## src/rtl/wb_arb_pkg.sv

```systemverilog
// rtl/wb_arb_pkg.sv - shared types and constants for the two-master Wishbone arbiter
// Purpose: arbiter state encoding, default outstanding-transaction limit and
//          the bus width macros (XLEN data bits, XLEN_GRAN address bits per word).
// Ports:   none (package).
`ifndef XLEN
`define XLEN 32
`endif
`ifndef XLEN_GRAN
`define XLEN_GRAN 2
`endif

package wb_arb_pkg;

  typedef enum logic [1:0] {
    ST_IDLE  = 2'd0,
    ST_GNT0  = 2'd1,
    ST_GNT1  = 2'd2,
    ST_DRAIN = 2'd3
  } arb_state_e;

  localparam int MAX_OUT_DEFAULT = 4;

endpackage

```

## src/rtl/wb_txn_counter.sv

```systemverilog
// rtl/wb_txn_counter.sv - saturating outstanding-transaction counter with full flag
// Purpose: counts slave transactions accepted but not yet answered.
// Ports:   clk_i, rst_ni   clock, async active-low reset
//          inc_i           a request was accepted by the slave this cycle
//          dec_i           a response (ack or err) arrived this cycle
//          count_o         transactions in flight
//          full_o          count_o == MAX_OUT
import wb_arb_pkg::*;

module wb_txn_counter #(
  parameter  int MAX_OUT = MAX_OUT_DEFAULT,
  localparam int CW      = $clog2(MAX_OUT + 1)
) (
  input  logic          clk_i,
  input  logic          rst_ni,
  input  logic          inc_i,
  input  logic          dec_i,
  output logic [CW-1:0] count_o,
  output logic          full_o
);

  logic [CW-1:0] count_q, count_d;
  logic          inc_ok, dec_ok;

  assign full_o  = (count_q == CW'(MAX_OUT));
  assign count_o = count_q;

  // A response with nothing in flight is spurious and must not underflow;
  // an accept while full cannot happen upstream but is blocked here too.
  assign dec_ok = dec_i && (count_q != '0);
  assign inc_ok = inc_i && !full_o;

  always_comb begin
    count_d = count_q;
    if (inc_ok && !dec_ok) begin
      count_d = count_q + 1'b1;
    end else if (dec_ok && !inc_ok) begin
      count_d = count_q - 1'b1;
    end
  end

  always_ff @(posedge clk_i or negedge rst_ni) begin
    if (!rst_ni) begin
      count_q <= '0;
    end else begin
      count_q <= count_d;
    end
  end

endmodule

```

## src/rtl/wb_arbiter_2m.sv

```systemverilog
// rtl/wb_arbiter_2m.sv - round-robin arbiter, two pipelined Wishbone masters onto one slave
// Purpose: grants the slave to one master for a whole cyc, limits in-flight
//          transactions to MAX_OUT and drains late responses after release.
// Ports:   clk_i, rst_ni                        clock, async active-low reset
//          m{0,1}_cyc/stb/we/addr/sel/dat_i     master requests
//          m{0,1}_ack/err/stall/dat_o           per-master responses
//          s_cyc/stb/we/addr/sel/dat_o          slave request
//          s_ack/err/stall/dat_i                slave response
import wb_arb_pkg::*;

module wb_arbiter_2m #(
  parameter int MAX_OUT = MAX_OUT_DEFAULT
) (
  input  logic                         clk_i,
  input  logic                         rst_ni,
  input  logic                         m0_cyc_i,
  input  logic                         m0_stb_i,
  input  logic                         m0_we_i,
  input  logic [`XLEN-`XLEN_GRAN-1:0]  m0_addr_i,
  input  logic [`XLEN/8-1:0]           m0_sel_i,
  input  logic [`XLEN-1:0]             m0_dat_i,
  output logic                         m0_ack_o,
  output logic                         m0_err_o,
  output logic                         m0_stall_o,
  output logic [`XLEN-1:0]             m0_dat_o,
  input  logic                         m1_cyc_i,
  input  logic                         m1_stb_i,
  input  logic                         m1_we_i,
  input  logic [`XLEN-`XLEN_GRAN-1:0]  m1_addr_i,
  input  logic [`XLEN/8-1:0]           m1_sel_i,
  input  logic [`XLEN-1:0]             m1_dat_i,
  output logic                         m1_ack_o,
  output logic                         m1_err_o,
  output logic                         m1_stall_o,
  output logic [`XLEN-1:0]             m1_dat_o,
  output logic                         s_cyc_o,
  output logic                         s_stb_o,
  output logic                         s_we_o,
  output logic [`XLEN-`XLEN_GRAN-1:0]  s_addr_o,
  output logic [`XLEN/8-1:0]           s_sel_o,
  output logic [`XLEN-1:0]             s_dat_o,
  input  logic                         s_ack_i,
  input  logic                         s_err_i,
  input  logic                         s_stall_i,
  input  logic [`XLEN-1:0]             s_dat_i
);

  localparam int CW = $clog2(MAX_OUT + 1);

  arb_state_e    state_q, state_d;
  logic          last_q, last_d;   // 1 = m1 was granted last, so m0 wins the next tie
  logic [CW-1:0] count;
  logic          full;
  logic          rsp;
  logic          resp_ok;
  logic          drained;
  logic          gnt, g1;

  assign rsp     = s_ack_i || s_err_i;
  assign resp_ok = (count != '0);
  // Counter will read zero after this edge: nothing in flight, or the last one answers now.
  assign drained = (count == '0) || ((count == CW'(1)) && rsp);
  assign gnt     = (state_q == ST_GNT0) || (state_q == ST_GNT1);
  assign g1      = (state_q == ST_GNT1);

  // Read data is broadcast; only the granted master sees ack to qualify it.
  assign m0_dat_o = s_dat_i;
  assign m1_dat_o = s_dat_i;

  wb_txn_counter #(.MAX_OUT(MAX_OUT)) u_cnt (
    .clk_i   (clk_i),
    .rst_ni  (rst_ni),
    .inc_i   (s_stb_o && !s_stall_i),
    .dec_i   (rsp),
    .count_o (count),
    .full_o  (full)
  );

  always_comb begin
    state_d    = state_q;
    last_d     = last_q;
    s_cyc_o    = 1'b0;
    s_stb_o    = 1'b0;
    s_we_o     = 1'b0;
    s_addr_o   = '0;
    s_sel_o    = '0;
    s_dat_o    = '0;
    m0_ack_o   = 1'b0;
    m0_err_o   = 1'b0;
    m0_stall_o = 1'b1;
    m1_ack_o   = 1'b0;
    m1_err_o   = 1'b0;
    m1_stall_o = 1'b1;

    if (gnt) begin
      s_cyc_o  = g1 ? m1_cyc_i : m0_cyc_i;
      s_stb_o  = s_cyc_o && (g1 ? m1_stb_i : m0_stb_i) && !full;
      s_we_o   = g1 ? m1_we_i   : m0_we_i;
      s_addr_o = g1 ? m1_addr_i : m0_addr_i;
      s_sel_o  = g1 ? m1_sel_i  : m0_sel_i;
      s_dat_o  = g1 ? m1_dat_i  : m0_dat_i;
      if (g1) begin
        m1_stall_o = s_stall_i || full;
        m1_ack_o   = s_ack_i && resp_ok;
        m1_err_o   = s_err_i && resp_ok;
      end else begin
        m0_stall_o = s_stall_i || full;
        m0_ack_o   = s_ack_i && resp_ok;
        m0_err_o   = s_err_i && resp_ok;
      end
      if (!s_cyc_o) begin
        state_d = drained ? ST_IDLE : ST_DRAIN;
      end
    end

    case (state_q)
      ST_IDLE: begin
        if (m0_cyc_i && (!m1_cyc_i || last_q)) begin
          state_d = ST_GNT0;
          last_d  = 1'b0;
        end else if (m1_cyc_i) begin
          state_d = ST_GNT1;
          last_d  = 1'b1;
        end
      end
      ST_DRAIN: begin
        if (drained) begin
          state_d = ST_IDLE;
        end
      end
      default: ;
    endcase
  end

  always_ff @(posedge clk_i or negedge rst_ni) begin
    if (!rst_ni) begin
      state_q <= ST_IDLE;
      last_q  <= 1'b1;
    end else begin
      state_q <= state_d;
      last_q  <= last_d;
    end
  end

endmodule

```

## config.mk

```make
export PLATFORM = sky130hd
export DESIGN_NAME = wb_arbiter_2m
export DESIGN_NICKNAME = d
export VERILOG_FILES = /design/src/rtl/wb_arb_pkg.sv /design/src/rtl/wb_txn_counter.sv /design/src/rtl/wb_arbiter_2m.sv
export SDC_FILE = /design/constraint.sdc
export NUM_CORES = 1
export LEC_CHECK = 0
export CAP_MARGIN = 40
export CORE_AREA = 2 2 121 123
export DETAILED_ROUTE_END_ITERATION = 16
export DIE_AREA = 0 0 123 125
export SYNTH_ARGS = -nofsm -noshare
export SYNTH_HDL_FRONTEND = slang
export SYNTH_SLANG_ARGS = --single-unit
```

## constraint.sdc

```tcl
create_clock -name clk_i -period 2.32 [get_ports clk_i]
set_input_delay 0.464 -clock clk_i [delete_from_list [all_inputs] [get_ports clk_i]]
set_output_delay 0.464 -clock clk_i [all_outputs]
set_load 0.005 [all_outputs]
```

==> results by group <==
Status
  – Status: completed

Floorplan
  – Die area: 15400 µm²
  – Row cnt: 44
  – Die height: 125 µm
  – Num ports: 314
  – Initial Util: 0.161
  – Total core area: 14200 µm²
  – Die width: 123 µm

Cells and area
  – Fin nets: 656
  – # diodes: 0
  – Share of cells above drive strength 1: 0.195
  – # fillers: 1485
  – Layout area overhead: 110%
  – Layout Cells excl Fill: 656
  – Final Util: 0.339

Synthesis
  – Main combinational cell family by area after synthesis: multiplexers
  – Yosys top cell by area: mux2i_1
  – Synth cell types: 33
  – Syn_nets: 465
  – Xor/xnor share of the synthesized area: 0.0115
  – Synth Flop Type: dfrtp_1
  – Most common cell in the netlist: mux2i_1
  – Top-area cell type share of the netlist area: 0.301
  – Post-synthesis sequential area ratio: 0.0660
  – Cells after Synth: 282
  – Synth top cells by count: 69 x mux2i_1, 67 x nor2b_1, 64 x buf_4
  – FF+latch count, synth: 6
  – Simple-gate portion of the synthesized area: 0.235
  – Post-synth EDFFs: 0
  – Avg Cell Area, Syn: 8.13 µm²
  – Post-Synth Adder-Cell Area: 0.0437
  – Ys async rst share: 1.00
  – Yosys warns: 0
  – Compound-Gate Fraction of Synth Area: 0.0502
  – Multiplexer area fraction after synthesis: 0.301
  – Largest cells by area after synthesis: mux2i_1 30%, buf_4 21%, nor2b_1 18%
  – Mapped Area: 2290 µm²

Timing
  – Fin. Hold Viols: 0
  – RSZ-0062 raised after global routing: true
  – Rel. slew slack: 0.819
  – Tightest Pin Transition: 0.266 ns
  – Fin crit share: 0.975
  – Fin Hold WS: 0.486 ns
  – Max-slew violations: 0
  – Final setup TNS: 0 ns
  – Highest clock rate: 442 MHz
  – Clock Skew: 0.00295 ns
  – Min Tclk post-route: 2.26 ns
  – Endpoints failing setup: 0

Route
  – Iter 0 DRT Violations: 44
  – Per-cell routed wire length: 15.3 µm
  – Via density: 3.93
  – Total number of vias: 2578
  – Antenna Nets Post-Route: 0
  – DRC: 0
  – DRT Pass-1 Iters: 4
  – Routed WL: 10000 µm

Global routing
  – All-Layer GR Usage: 0.115
  – Largest net degree at the start of global routing: 27
  – Initial antenna violation count: 1
  – Number of global-route vias before repair: 2617
  – First-pass GRT wire length: 13800 µm
  – GRT overflow: 0

Flow run
  – Max-Cap Viols: 0

Place
  – Placed Cells: 619
  – Dpl hpwl: 7300 µm
  – Port buffer count: 217
  – GP Congestion: 0.773

Pwr
  – Clock power share: 0.046
  – Int Pwr: 0.00388 W
  – Switching share of power: 0.365
  – Psw: 0.00222 W
  – Cell Pwr Density: 1270 nW/µm²
  – Leak: 2.18 nW
  – Combinational Power Share: 0.915
  – Pwr Total: 0.00610 W
  – Max VDD drop: 0.000433 V
  – Seq pwr share: 0.039

Worst hold path
  – Worst hold path class: input port to async pin

Clocking
  – Worst-path clk slew: 0.03 ns
  – Num Clock Sinks: 6
  – Root Driver: clkbuf_16
  – CTS Buf Count: 3
  – H-Tree Depth: 1
  – Clock Latency Late Sink: 0.22 ns
  – Hold_buf cts: 0
  – CTS tree: built
  – CTS max path bufs: 2

Critical path
  – WS Path Type: flip-flop to output port
  – Startpoint types: flip-flop
  – Worst setup EP type: output port
  – Data required, critical path: 1.86 ns
  – Setup slack, reg-to-reg: 0.32 ns
  – Crit path arrival time: 1.80 ns
  – Crit path max fanout: 5
[cell type report]
cell class,instances,area (µm²),share of cell area
clock buffers,4,78.8,0.0164
flip-flops and latches,6,153,0.0317
repair buffers,266,2720,0.564
inverters,8,30.0,0.00623
multi-input cells,188,1610,0.334
well taps,184,230,0.0478
[cell families (layout without fill, tap and decap cells)]
| group | count (synthesis) | in the layout |
|---|---|---|
| buffers and inverters | 88 | 278 |
| AOI/OAI and AO/OA | 17 | 17 |
| DFF | 6 | 6 |
| adders and majority gates | 8 | 8 |
| muxes | 69 | 69 |
| xor gates and xnor gates | 3 | 3 |
| and+or+nand+nor | 91 | 91 |
[metrics by stage]
stage | setup slack (ns) | instance area [µm²]
finish | 0.0576 | 4820
global route | -0.0123 | 4820
CTS | -0.143 | 4610
detailed placement | -0.0176 | 4240
global placement | -0.0289 | 4240
floorplan | 0.391 | 2290
[path summary, 6_finish.rpt]
| path | from | cells past startpoint | end |
|---|---|---|---|
| worst max-delay path | state_q[1]$_DFF_PN0_ | 7 | s_dat_o[25] |
| worst min-delay path | rst_ni | 1 | u_cnt.count_o[1]$_DFFE_PN0P_ |
| max in group asynchronous | rst_ni | 1 | last_q$_DFFE_PN1P_ |
| worst max register to register | state_q[1]$_DFF_PN0_ | 9 | u_cnt.count_o[2]$_DFFE_PN0P_ |
| worst min register to register | u_cnt.count_o[1]$_DFFE_PN0P_ | 2 | u_cnt.count_o[1]$_DFFE_PN0P_ |
| min in group clk_i | u_cnt.count_o[1]$_DFFE_PN0P_ | 2 | u_cnt.count_o[1]$_DFFE_PN0P_ |
[what timing repair did]
item,4_1_cts,5_1_grt
endpoints found under the hold margin,0,0
resized for setup,113,38
setup endpoints to repair,75,31
pin swaps,1,2
setup buffers,13,15
gates cloned,4,1
[worst max-delay path, cell delays in order (launching register included)]
cell and delay, ns:
dfrtp_2 0.43, inv_2 0.08, ha_4 0.21, buf_12 0.13, buf_6 0.11, bufbuf_16 0.25, nor2b_1 0.12, clkdlybuf4s15_1 0.24
[flip-flops by register name, summed over array words and instances (netlist names)]
register / cells
state_q: 2
u_cnt.count_o: 3
last_q: 1
[power by group through the flow]
stage | sequential [W] | clock, W | combinational [W]
4_1_cts | 0.000233 | 0.000286 | 0.00529
3_5_place_dp | 0.000232 | 0 | 0.00456
5_1_grt | 0.000246 | 0.000295 | 0.00602
6_report | 0.000238 | 0.000280 | 0.00558
2_1_floorplan | 0.000215 | 0 | 0.00233
3_3_place_gp | 0.000227 | 0 | 0.00451
[placed cells by master, fill, tap and decap left out, drive strengths merged, types with 8 or more instances in the layout]
cell / count
clkbuf: 12
inv: 8
clkdlybuf4s50: 142
ha: 8
nand2: 8
dlygate4sd2: 52
nor2b: 67
buf: 49
mux2i: 69
[per-layer routing]
layer  wire, µm  vias up  track usage
met1       3800     1166        0.137
met2       4920      138        0.210
li1           -     1253            -
met3       1210       21       0.0265
met4         97        0       0.0227
met5          0        -            0
No activity file was read; power rests on OpenSTA's default activity.
==> RTL edit (config.mk and constraints unchanged) <==
The 4 states of `arb_state_e` get a one-hot encoding in 4 bits.
--- a/src/rtl/wb_arb_pkg.sv
+++ b/src/rtl/wb_arb_pkg.sv
@@ -12,9 +12,9 @@
 package wb_arb_pkg;
 
-  typedef enum logic [1:0] {
-    ST_IDLE  = 2'd0,
-    ST_GNT0  = 2'd1,
-    ST_GNT1  = 2'd2,
-    ST_DRAIN = 2'd3
+  typedef enum logic [3:0] {
+    ST_IDLE  = 4'b0001,
+    ST_GNT0  = 4'b0010,
+    ST_GNT1  = 4'b0100,
+    ST_DRAIN = 4'b1000
   } arb_state_e;
 
Check against the original RTL: no difference found for any inputs over 10 cycles, from zero or initial values and one cycle with rst_ni low; not proved beyond that.
==> RTL edit against the original RTL <==
Final area is 12% lower; wire length rose by 6.7%; clock skew shrank 0.0013 ns; first-iteration DRC count is 39% higher; power decreased by 33%; synthesized cell count decreased by 22%; clock power rose by 8.6%; die area did not move; maximum frequency shrank 0.15%; sequential cell count is 2 higher; synthesized area shrank 18%; worst setup slack worse by 0.0034 ns; critical endpoint is now s_sel_o[1]; highest routed layer unchanged.
==> RTL edit: results (changes against the original RTL) <==
LAYOUT-DRIVE-GT1-SHARE=0.219  # +0.0243
STATUS='finished clean'
SYNTH.MUX.AREA_FRACTION=0.0107  # -0.291
SYNTH-COMPOUND-AREA-SHARE=0.388  # +0.338
GRT_USE_MET1=0.129  # -0.00791
SHARE_OF_THE_YOSYS_CHIP_AREA_BELONGING_TO_REGISTERS=0.108  # +0.0423
PLACE.DETAILED.HPWL_UM=7740  # +6.0%
DR.FIRST_ITER.DRC_COUNT=61  # +39%
CRIT_PATH_MAX_FANOUT=10  # +5
GR-USAGE-MET3=0.0365  # +0.0100
GRT_PASS1_WL_UM=14300  # +3.4%
PLACE_WORST_SETUP_SLACK_NS=-0.215  # -0.198 ns
LARGEST_REGISTER_FFS=4  # +1
ROUTE.FINAL.WIRE_LENGTH_UM=10700  # +6.7%
SYNTH_FA_HA_AREA_FRAC=0.0334  # -0.0102
FILLERINSTANCES=1471  # -0.94%
WORST_PATH_MAX_DELAY_CELL='sky130_fd_sc_hd__dfstp_2'
CELLINTERNALPOWER_mW=2.54  # -34%
YOSYS-TOP-CELLS-AREA='sky130_fd_sc_hd__a22o_1 31%, sky130_fd_sc_hd__buf_4 29%, sky130_fd_sc_hd__dfrtp_1 8.0%'
MET3ROUTEDLENGTH_UM=1120  # -7.5%
GRT.MET2_USAGE=0.239  # +0.0292
FIN_CELLS=590  # -10%
TRACK_USAGE=0.124  # +0.00836
P_LEAK_nW=1.95  # -11%
VDD_IR_DROP_MAX_mV=0.444  # +2.5%
GRT_PASS1_VIAS=2433  # -7.0%
POST_SYNTH_INST_COUNT=220  # -22%
PIN_COUNT_OF_THE_BIGGEST_NET_ENTERING_GLOBAL_ROUTING=17  # -37%
CLOCK_NETWORK_POWER_mW=0.304  # +8.6%
SYNTH.DISTINCT_CELLS=34  # +3.0%
CLOCK_SKEW_NS=0.00165  # -0.00130 ns
GP_ROUTABILITY_CONGESTION=0.735  # -4.9%
P_SWITCHING_mW=1.57  # -29%
-- RTL edit: changes by cell type in the layout (fill, tap and decap cells not counted), moves of 4 or more --
| cell | change |
|---|---|
| sky130_fd_sc_hd__buf_16 | +4 |
| sky130_fd_sc_hd__clkdlybuf4s15_1 | +6 |
| sky130_fd_sc_hd__a22o_1 | +65 |
| sky130_fd_sc_hd__mux2i_1 | -57 |
| sky130_fd_sc_hd__nand2_1 | -4 |
| sky130_fd_sc_hd__mux2i_2 | -7 |
| sky130_fd_sc_hd__nor2b_1 | -61 |
| sky130_fd_sc_hd__dlygate4sd2_1 | -17 |
| sky130_fd_sc_hd__nor2_1 | -4 |
| sky130_fd_sc_hd__dlymetal6s2s_1 | -4 |
| sky130_fd_sc_hd__buf_2 | +11 |
-- RTL edit: area by class of cell --
type / count / area (sq um) / area share
sequential: 8 / 203 / 0.0477
inverter: 7 / 26.3 / 0.00618
tap: 184 / 230 / 0.0542
clock buffer: 4 / 78.8 / 0.0185
timing repair buffer: 265 / 2670 / 0.628
multi-input combinational: 122 / 1040 / 0.245
-- RTL edit: final timing paths --
path	from	endpoint	slack [ns]	cells past startpoint
max	state_q[0]	s_sel_o[1]	0.05	6
min reg2reg	u_cnt.count_o[1]	u_cnt.count_o[1]	0.52	2
min in group clk_i	u_cnt.count_o[1]	u_cnt.count_o[1]	0.52	2
max in group asynchronous	rst_ni	state_q[0]	1.49	1
min	rst_ni	u_cnt.count_o[2]	0.52	1
max reg2reg	state_q[2]	u_cnt.count_o[2]	0.22	9
-- RTL edit: what timing repair did --
| item | in CTS | in global routing |
|---|---|---|
| pin swaps | 5 | 2 |
| setup endpoints to repair | 75 | 63 |
| setup buffers | 23 | 3 |
| cloned | 7 | 1 |
| gates resized for setup | 139 | 33 |
